<file path="config.mk">
export PLATFORM = sky130hd
export DESIGN_NAME = pico_bus_mux_n
export DESIGN_NICKNAME = d
export VERILOG_FILES = /design/src/rtl/pico_bus_pkg.sv /design/src/rtl/pico_bus_decode.sv /design/src/rtl/pico_bus_mux_n.sv
export SDC_FILE = /design/constraint.sdc
export NUM_CORES = 1
export LEC_CHECK = 0
export ABC_AREA = 1
export CAP_MARGIN = 20
export CORE_ASPECT_RATIO = 0.5
export CORE_MARGIN = 10
export CORE_UTILIZATION = 32
export DETAILED_ROUTE_END_ITERATION = 7
export MAX_ROUTING_LAYER = met4
export PLACE_DENSITY = 0.82
export SETUP_SLACK_MARGIN = 0.1
export SYNTH_ARGS = -nofsm -noshare
export SYNTH_HDL_FRONTEND = slang
export SYNTH_SLANG_ARGS = --single-unit
export TNS_END_PERCENT = 50
</file>
<file path="constraint.sdc">
create_clock -name clock -period 1.6 [get_ports clock]
set_input_delay 0.24 -clock clock [delete_from_list [all_inputs] [get_ports clock]]
set_output_delay 0.24 -clock clock [all_outputs]
set_load 0.1 [all_outputs]
</file>
<file path="src/rtl/pico_bus_pkg.sv">
// Shared definitions for the PicoRV32 native-bus N-slave multiplexer.
//   state_t          : handshake FSM states (IDLE, ACCESS, DONE)
//   DATA_W           : bus data/address width
//   ERR_CNT_W        : width of the saturating error counter
//   DEFAULT_RDATA_C  : read data returned on unmapped or timed-out accesses
package pico_bus_pkg;

    typedef enum logic [1:0] {
        IDLE   = 2'd0,
        ACCESS = 2'd1,
        DONE   = 2'd2
    } state_t;

    localparam int DATA_W    = 32;
    localparam int ERR_CNT_W = 16;

    localparam logic [DATA_W-1:0] DEFAULT_RDATA_C = 32'hDEAD_BEEF;

endpackage

</file>
<file path="src/rtl/pico_bus_decode.sv">
// Combinational address decoder for pico_bus_mux_n.
//   addr : look-ahead address to decode
//   hit  : 1 when any slave window matches (addr & MASK) == BASE
//   sel  : index of the matching slave; the lowest index wins on overlap
module pico_bus_decode
    import pico_bus_pkg::*;
#(
    parameter int                        NSLAVES    = 3,
    parameter int                        SEL_W      = 2,
    parameter logic [NSLAVES*DATA_W-1:0] SLAVE_BASE = '0,
    parameter logic [NSLAVES*DATA_W-1:0] SLAVE_MASK = '0
) (
    input  logic [DATA_W-1:0] addr,
    output logic              hit,
    output logic [SEL_W-1:0]  sel
);

    // Scan from the highest index down so a lower-index match overwrites.
    always_comb begin
        hit = 1'b0;
        sel = '0;
        for (int i = NSLAVES - 1; i >= 0; i--) begin
            if ((addr & SLAVE_MASK[DATA_W*i +: DATA_W]) == SLAVE_BASE[DATA_W*i +: DATA_W]) begin
                hit = 1'b1;
                sel = SEL_W'(i);
            end
        end
    end

endmodule

</file>
<file path="src/rtl/pico_bus_mux_n.sv">
// N-slave address-decoding multiplexer between the PicoRV32 native memory
// bus and TCM / register slaves.
//   clock, reset   : system clock, synchronous active-high reset
//   i_la_addr      : CPU look-ahead address, decoded while IDLE
//   i_valid        : CPU mem_valid
//   o_ready        : CPU mem_ready (slave ready routed combinationally)
//   o_rdata        : CPU mem_rdata
//   o_slave_valid  : one-hot per-slave valid
//   i_slave_ready  : per-slave ready
//   i_slave_rdata  : slave i read data at [32*i +: 32]
//   o_err          : pulses with o_ready on an unmapped or timed-out access
//   o_err_count    : saturating count of o_err pulses
// Optional feature: define PICO_BUS_MUX_TIMEOUT_EN to abandon a slave that
// does not answer within TIMEOUT_CYCLES cycles of ACCESS.
module pico_bus_mux_n
    import pico_bus_pkg::*;
#(
    parameter int                        NSLAVES        = 3,
    parameter logic [NSLAVES*DATA_W-1:0] SLAVE_BASE     = {32'h0100_0000, 32'h0001_0000, 32'h0000_0000},
    parameter logic [NSLAVES*DATA_W-1:0] SLAVE_MASK     = {32'hFFFF_F000, 32'hFFFF_0000, 32'hFFFF_0000},
    parameter logic [DATA_W-1:0]         DEFAULT_RDATA  = DEFAULT_RDATA_C,
    parameter int                        TIMEOUT_CYCLES = 255
) (
    input  logic                        clock,
    input  logic                        reset,
    input  logic [DATA_W-1:0]           i_la_addr,
    input  logic                        i_valid,
    output logic                        o_ready,
    output logic [DATA_W-1:0]           o_rdata,
    output logic [NSLAVES-1:0]          o_slave_valid,
    input  logic [NSLAVES-1:0]          i_slave_ready,
    input  logic [NSLAVES*DATA_W-1:0]   i_slave_rdata,
    output logic                        o_err,
    output logic [ERR_CNT_W-1:0]        o_err_count
);

    localparam int SEL_W = (NSLAVES > 1) ? $clog2(NSLAVES) : 1;

    function automatic logic [ERR_CNT_W-1:0] sat_inc(input logic [ERR_CNT_W-1:0] v);
        return (v == {ERR_CNT_W{1'b1}}) ? v : v + 1'b1;
    endfunction

    state_t             state;
    logic [SEL_W-1:0]   sel_q;
    logic               hit_q;
    logic               unmap_pend_q;

    logic               dec_hit;
    logic [SEL_W-1:0]   dec_sel;

    pico_bus_decode #(
        .NSLAVES    (NSLAVES),
        .SEL_W      (SEL_W),
        .SLAVE_BASE (SLAVE_BASE),
        .SLAVE_MASK (SLAVE_MASK)
    ) u_decode (
        .addr (i_la_addr),
        .hit  (dec_hit),
        .sel  (dec_sel)
    );

    logic               sel_ready;
    logic [DATA_W-1:0]  sel_rdata;
    logic               in_access;
    logic               to_fire;
    logic               ok_fire;
    logic               err_fire;

    assign sel_ready = i_slave_ready[sel_q];
    assign sel_rdata = i_slave_rdata[DATA_W*sel_q +: DATA_W];
    assign in_access = (state == ACCESS) && i_valid;

`ifdef PICO_BUS_MUX_TIMEOUT_EN
    localparam int TO_W = (TIMEOUT_CYCLES > 0) ? $clog2(TIMEOUT_CYCLES + 1) : 1;
    logic [TO_W-1:0] wait_q;
    // A ready in the timeout cycle still completes normally.
    assign to_fire = hit_q && !sel_ready && (wait_q == TO_W'(TIMEOUT_CYCLES));
`else
    assign to_fire = 1'b0;
`endif

    assign ok_fire  = in_access && hit_q && sel_ready;
    // Unmapped accesses answer one cycle after ACCESS entry.
    assign err_fire = in_access && ((!hit_q && unmap_pend_q) || to_fire);

    assign o_ready = ok_fire || err_fire;
    assign o_err   = err_fire;
    assign o_rdata = ((state == ACCESS) && hit_q && !to_fire) ? sel_rdata : DEFAULT_RDATA;

    always_comb begin
        o_slave_valid = '0;
        if (in_access && hit_q && !to_fire)
            o_slave_valid[sel_q] = 1'b1;
    end

    always_ff @(posedge clock) begin
        if (reset) begin
            state        <= IDLE;
            sel_q        <= '0;
            hit_q        <= 1'b0;
            unmap_pend_q <= 1'b0;
            o_err_count  <= '0;
`ifdef PICO_BUS_MUX_TIMEOUT_EN
            wait_q       <= '0;
`endif
        end else begin
            if (o_err)
                o_err_count <= sat_inc(o_err_count);

            case (state)
                IDLE: begin
                    sel_q        <= dec_sel;
                    hit_q        <= dec_hit;
                    unmap_pend_q <= 1'b0;
`ifdef PICO_BUS_MUX_TIMEOUT_EN
                    wait_q       <= '0;
`endif
                    if (i_valid)
                        state <= ACCESS;
                end
                ACCESS: begin
                    if (!i_valid) begin
                        state        <= IDLE;
                        unmap_pend_q <= 1'b0;
                    end else if (o_ready) begin
                        state        <= DONE;
                        unmap_pend_q <= 1'b0;
                    end else begin
                        unmap_pend_q <= !hit_q;
`ifdef PICO_BUS_MUX_TIMEOUT_EN
                        wait_q       <= wait_q + 1'b1;
`endif
                    end
                end
                DONE:    state <= IDLE;
                default: state <= IDLE;
            endcase
        end
    end

endmodule

</file>
==> key figures <==
Outcome
  • Status: complete, but fails checks
  • Violations in the final reports: negative setup slack

Critical path
  • Endpoint class of the critical path: output pin
  • Reg-to-reg setup timing slack: -0.10 ns
  • Critical path required time: 1.36 ns
  • Number of buffers and inverters on the critical path: 3
  • Delay of the slowest cell on the worst path: 0.35 ns
  • Standard cell with the maximum stage delay on the critical path: sky130_fd_sc_hd__dfxtp_2
  • Reg2reg start: o_err_count[0]$_SDFFE_PP0P_
  • Worst setup SP type: flop
  • Worst Reg-to-Reg Cells: 7
  • Cell family contributing the most delay on the critical path: simple AND/OR/NAND/NOR gates
  • Critical path arrival: 1.72 ns
  • RR Endpoint: o_err_count[7]$_SDFFE_PP0P_
  • Logic depth of the worst path, buffers included: 7
  • Max FO, Critical Path: 7
  • Classification of the worst setup path: reg -> out
  • Cells along the critical path: inv_2, nor2_4, nand2_8, clkbuf_16, a21oi_2, nand3_2, buf_12

Power and ir drop
  • Total power after layout: 0.00228 W
  • Maximum VDD drop: 0.753 mV
  • Cell leakage power: 2.19 nW
  • Power per unit of standard cell area: 390 nW/um^2

Global routing
  • Global-route total usage across every layer: 27.6%
  • First-pass GRT wire length: between 20000 and 25000 um
  • Overflow left after global routing: 0
  • Number of global-route vias before repair: around 3600
  • Maximum number of pins on one net before global-route repair: 16
  • Number of antenna violations at the first check in global routing: 3

Floorplan
  • Die width: 135 um
  • Core region area: 6260 sq um
  • Initial core utilization: 34.0%
  • Die height: 77.6 um
  • Row Count: 20
  • Count of boundary I/O pins: 187
  • Full die area: 10500 sq um

Timing
  • Setup violators final: 42
  • Worst Slack Setup Final: -0.356 ns
  • Worst-margin pin slew: around 0.54 ns
  • Peak clock frequency supported by timing: about 0.51 GHz
  • Share of the clock period used by the worst path: 122%
  • Final Max Slew Viols: 0
  • Worst relative slew slack: 64.1%
  • Number of hold violations in the final report: 0
  • Final critical-path required period: 1.96 ns
  • RSZ-0062 raised after global routing: yes
  • Worst Skew: 0.00140 ns

Synthesis
  • Leading post-synthesis cells by cell area: sky130_fd_sc_hd__nand2_1 (28%), sky130_fd_sc_hd__dfxtp_1 (21%), sky130_fd_sc_hd__nand3_1 (8.7%)
  • Average cell area after synthesis: between 5 and 6 sq um
  • Library cell occupying the most area in the post-synthesis netlist: sky130_fd_sc_hd__nand2_1
  • Most frequent cells after synthesis: sky130_fd_sc_hd__nand2_1 (157), sky130_fd_sc_hd__nor2_1 (42), sky130_fd_sc_hd__nand3_1 (37)
  • Yosys cell types: 29
  • Register bit total from synthesis: 22
  • Number of enable-type register cells in the synthesized netlist: 0
  • Mapped Area: around 2100 sq um
  • Post-synth top flop: sky130_fd_sc_hd__dfxtp_1
  • Fraction of registers with async set/reset: 0%
  • Area fraction of the dominant cell type after synthesis: 27.7%
  • Most numerous cell in the Yosys netlist: sky130_fd_sc_hd__nand2_1
  • Number of instances in the synthesized netlist: 387
  • Synth Warn #: 0
  • Fraction of the yosys area taken by sequential cells: between 20 and 25%
  • Net count after synthesis: 522

CTS
  • Number of H-tree levels: 1
  • CTS Hold Bufs: 0
  • Largest buffer count on any clock path: 2
  • Clock tree sinks: 22
  • Clock latency at the later pin of the worst-skew pair: 0.26 ns
  • Number of buffers created by CTS: 3
  • Clock slew at reported path FFs: 0.06 ns
  • Clock tree from TritonCTS: done
  • Clock root buffer: sky130_fd_sc_hd__clkbuf_16

Min path
  • Hold worst-path end: o_err_count[14]$_SDFFE_PP0P_
  • Hold wc startpoint: o_err_count[14]$_SDFFE_PP0P_
  • Worst min-delay path category: reg -> reg
  • Number of cells on the worst hold path: 2

Detailed routing
  • Residual antenna-violating net count after detailed routing: 0
  • Average routed wire per standard cell: 29.7 um
  • Initial DRC Count: 619
  • Number of vias per cell after detailed routing: between 6 and 7
  • Detailed-router iteration count before antenna repair: 7
  • Via count: 4268
  • Total wirelength of the detailed-routed design: 20300 um
  • Detailed-route DRC error count: 0

Placed design
  • Cell area reported after detailed placement: ~5000 sq um
  • Routability-driven placement congestion ratio: 0.896
  • Placed cell count: around 650
  • Port Buffer Count: 174
  • HPWL after detailed placement: just under 10000 um

Layout
  • Layout filler cell count: 197
  • Fraction of layout cells with a size suffix above 1: 41.7%
  • Area Overhead vs Synth: 175%
  • Post-layout instance area: around 5800 sq um
  • Final std cells w/o fill: 682
  • Nets@finish: 726

Job
  • Reported max-cap violation count: 0
power by group:
group          internal (W)  total [W]  switching [W]
clock              0.000498   0.000725       0.000227
sequential         0.000529   0.000545      0.0000157
combinational      0.000497    0.00101       0.000509
total               0.00152    0.00228       0.000751
worst max path at each step:
stage | startpoint | endpoint | slack (ns)
2_1_floorplan | state[0]$_SDFFE_PP0P_ | o_slave_valid[0] | -0.17
3_3_place_gp | i_valid | o_err_count[2]$_SDFFE_PP0P_ | -0.08
3_5_place_dp | i_valid | o_err_count[4]$_SDFFE_PP0P_ | -0.13
4_1_cts | sel_q[1]$_SDFFE_PP0P_ | o_rdata[18] | -0.17
5_1_grt | sel_q[1]$_SDFFE_PP0P_ | o_rdata[20] | -0.37
6_report | state[0]$_SDFFE_PP0P_ | o_rdata[0] | -0.36
state kept, by name, indices dropped and copies added, names as in the netlist:
signal	count
sel_q	2
o_err_count	16
hit_q	1
state	2
unmap_pend_q	1
worst reg2reg max path, stage by stage (launching register included):
cell and delay [ns]:
sky130_fd_sc_hd__dfxtp_4 0.40, sky130_fd_sc_hd__ha_4 0.18, sky130_fd_sc_hd__nand3_4 0.12, sky130_fd_sc_hd__clkinv_4 0.08, sky130_fd_sc_hd__nand3_4 0.08, sky130_fd_sc_hd__o21ai_4 0.39
sky130_fd_sc_hd__nand2_1 0.18, sky130_fd_sc_hd__a21oi_2 0.19
cell families after synthesis:
logic type      count (synthesis)  share of synthesized area [%]
compound gates                 50                           14.0
xor+xnor                        6                           2.47
fa+ha+maj                       1                          0.588
buf+inv                        47                           9.06
flops                          22                           20.7
simple gates                  261                           53.1
metal layers:
metal | track usage (%) | routed length, um | up-vias
met1 | 30.0 | 6510 | 1975
met3 | 5.40 | 2590 | 168
met5 | - | 0 | -
met4 | 9.29 | 1840 | 0
met2 | 49.5 | 9310 | 470
li1 | - | - | 1655
placed cells by master, fill, tap and decap left out, types with 2 or more instances in the layout:
| cell | Yosys | final |
|---|---|---|
| sky130_fd_sc_hd__o21ai_0 | 7 | 7 |
| sky130_fd_sc_hd__nor2_1 | 42 | 38 |
| sky130_fd_sc_hd__diode_2 | 0 | 4 |
| sky130_fd_sc_hd__nand4_1 | 8 | 8 |
| sky130_fd_sc_hd__inv_2 | 2 | 4 |
| sky130_fd_sc_hd__buf_12 | 0 | 60 |
| sky130_fd_sc_hd__a21oi_2 | 9 | 15 |
| sky130_fd_sc_hd__nand3_4 | 1 | 10 |
| sky130_fd_sc_hd__buf_16 | 0 | 2 |
| sky130_fd_sc_hd__dfxtp_1 | 22 | 2 |
| sky130_fd_sc_hd__clkdlybuf4s50_1 | 0 | 121 |
| sky130_fd_sc_hd__clkinvlp_4 | 0 | 7 |
| sky130_fd_sc_hd__clkbuf_16 | 0 | 6 |
| sky130_fd_sc_hd__nor3_4 | 0 | 2 |
| sky130_fd_sc_hd__dfxtp_4 | 0 | 17 |
| sky130_fd_sc_hd__nand2_8 | 0 | 2 |
| sky130_fd_sc_hd__inv_4 | 0 | 3 |
| sky130_fd_sc_hd__nand2_2 | 2 | 28 |
| sky130_fd_sc_hd__inv_1 | 29 | 16 |
| sky130_fd_sc_hd__nor2_4 | 3 | 7 |
| sky130_fd_sc_hd__xor2_1 | 2 | 2 |
| sky130_fd_sc_hd__buf_6 | 2 | 3 |
| sky130_fd_sc_hd__nand3_2 | 1 | 22 |
| sky130_fd_sc_hd__a21oi_1 | 32 | 7 |
| sky130_fd_sc_hd__buf_4 | 0 | 23 |
| sky130_fd_sc_hd__dfxtp_2 | 0 | 3 |
| sky130_fd_sc_hd__nor3_1 | 5 | 3 |
| sky130_fd_sc_hd__nand3b_1 | 2 | 2 |
| sky130_fd_sc_hd__xnor2_1 | 4 | 4 |
| sky130_fd_sc_hd__a21oi_4 | 0 | 19 |
| sky130_fd_sc_hd__nand3_1 | 37 | 7 |
| sky130_fd_sc_hd__nand2_1 | 157 | 125 |
| sky130_fd_sc_hd__nand2_4 | 0 | 4 |
repair_timing:
action,in CTS,in global routing
pin swaps,33,27
gates resized for setup,50,51
cloned,5,3
endpoints found under the setup margin,48,52
setup buffers,6,8
endpoints found under the hold margin,0,0
through the flow:
stage | hold WS [ns] | util (%) | TNS [ns] | setup WS, ns
2_1_floorplan | 0.373 | - | -2.13 | -0.172
3_3_place_gp | 0.449 | 80.3 | -1.04 | -0.0793
3_5_place_dp | 0.469 | 80.3 | -1.35 | -0.132
4_1_cts | 0.479 | 88.2 | -4.69 | -0.169
5_1_grt | 0.549 | 93.3 | -11.53 | -0.373
6_report | 0.520 | 93.4 | -10.31 | -0.356
final cells by class:
class / count / area (sq um) / area share (%)
multi-input cells: 318 / 2140 / 36.7
clock inverters: 1 / 30.0 / 0.514
well taps: 88 / 110 / 1.89
inverters: 32 / 166 / 2.85
diodes: 4 / 10.0 / 0.171
clock buffers: 3 / 75.1 / 1.29
repair buffers: 214 / 2800 / 47.9
flip-flops and latches: 22 / 508 / 8.70
Power figures use the tool's default switching activity.
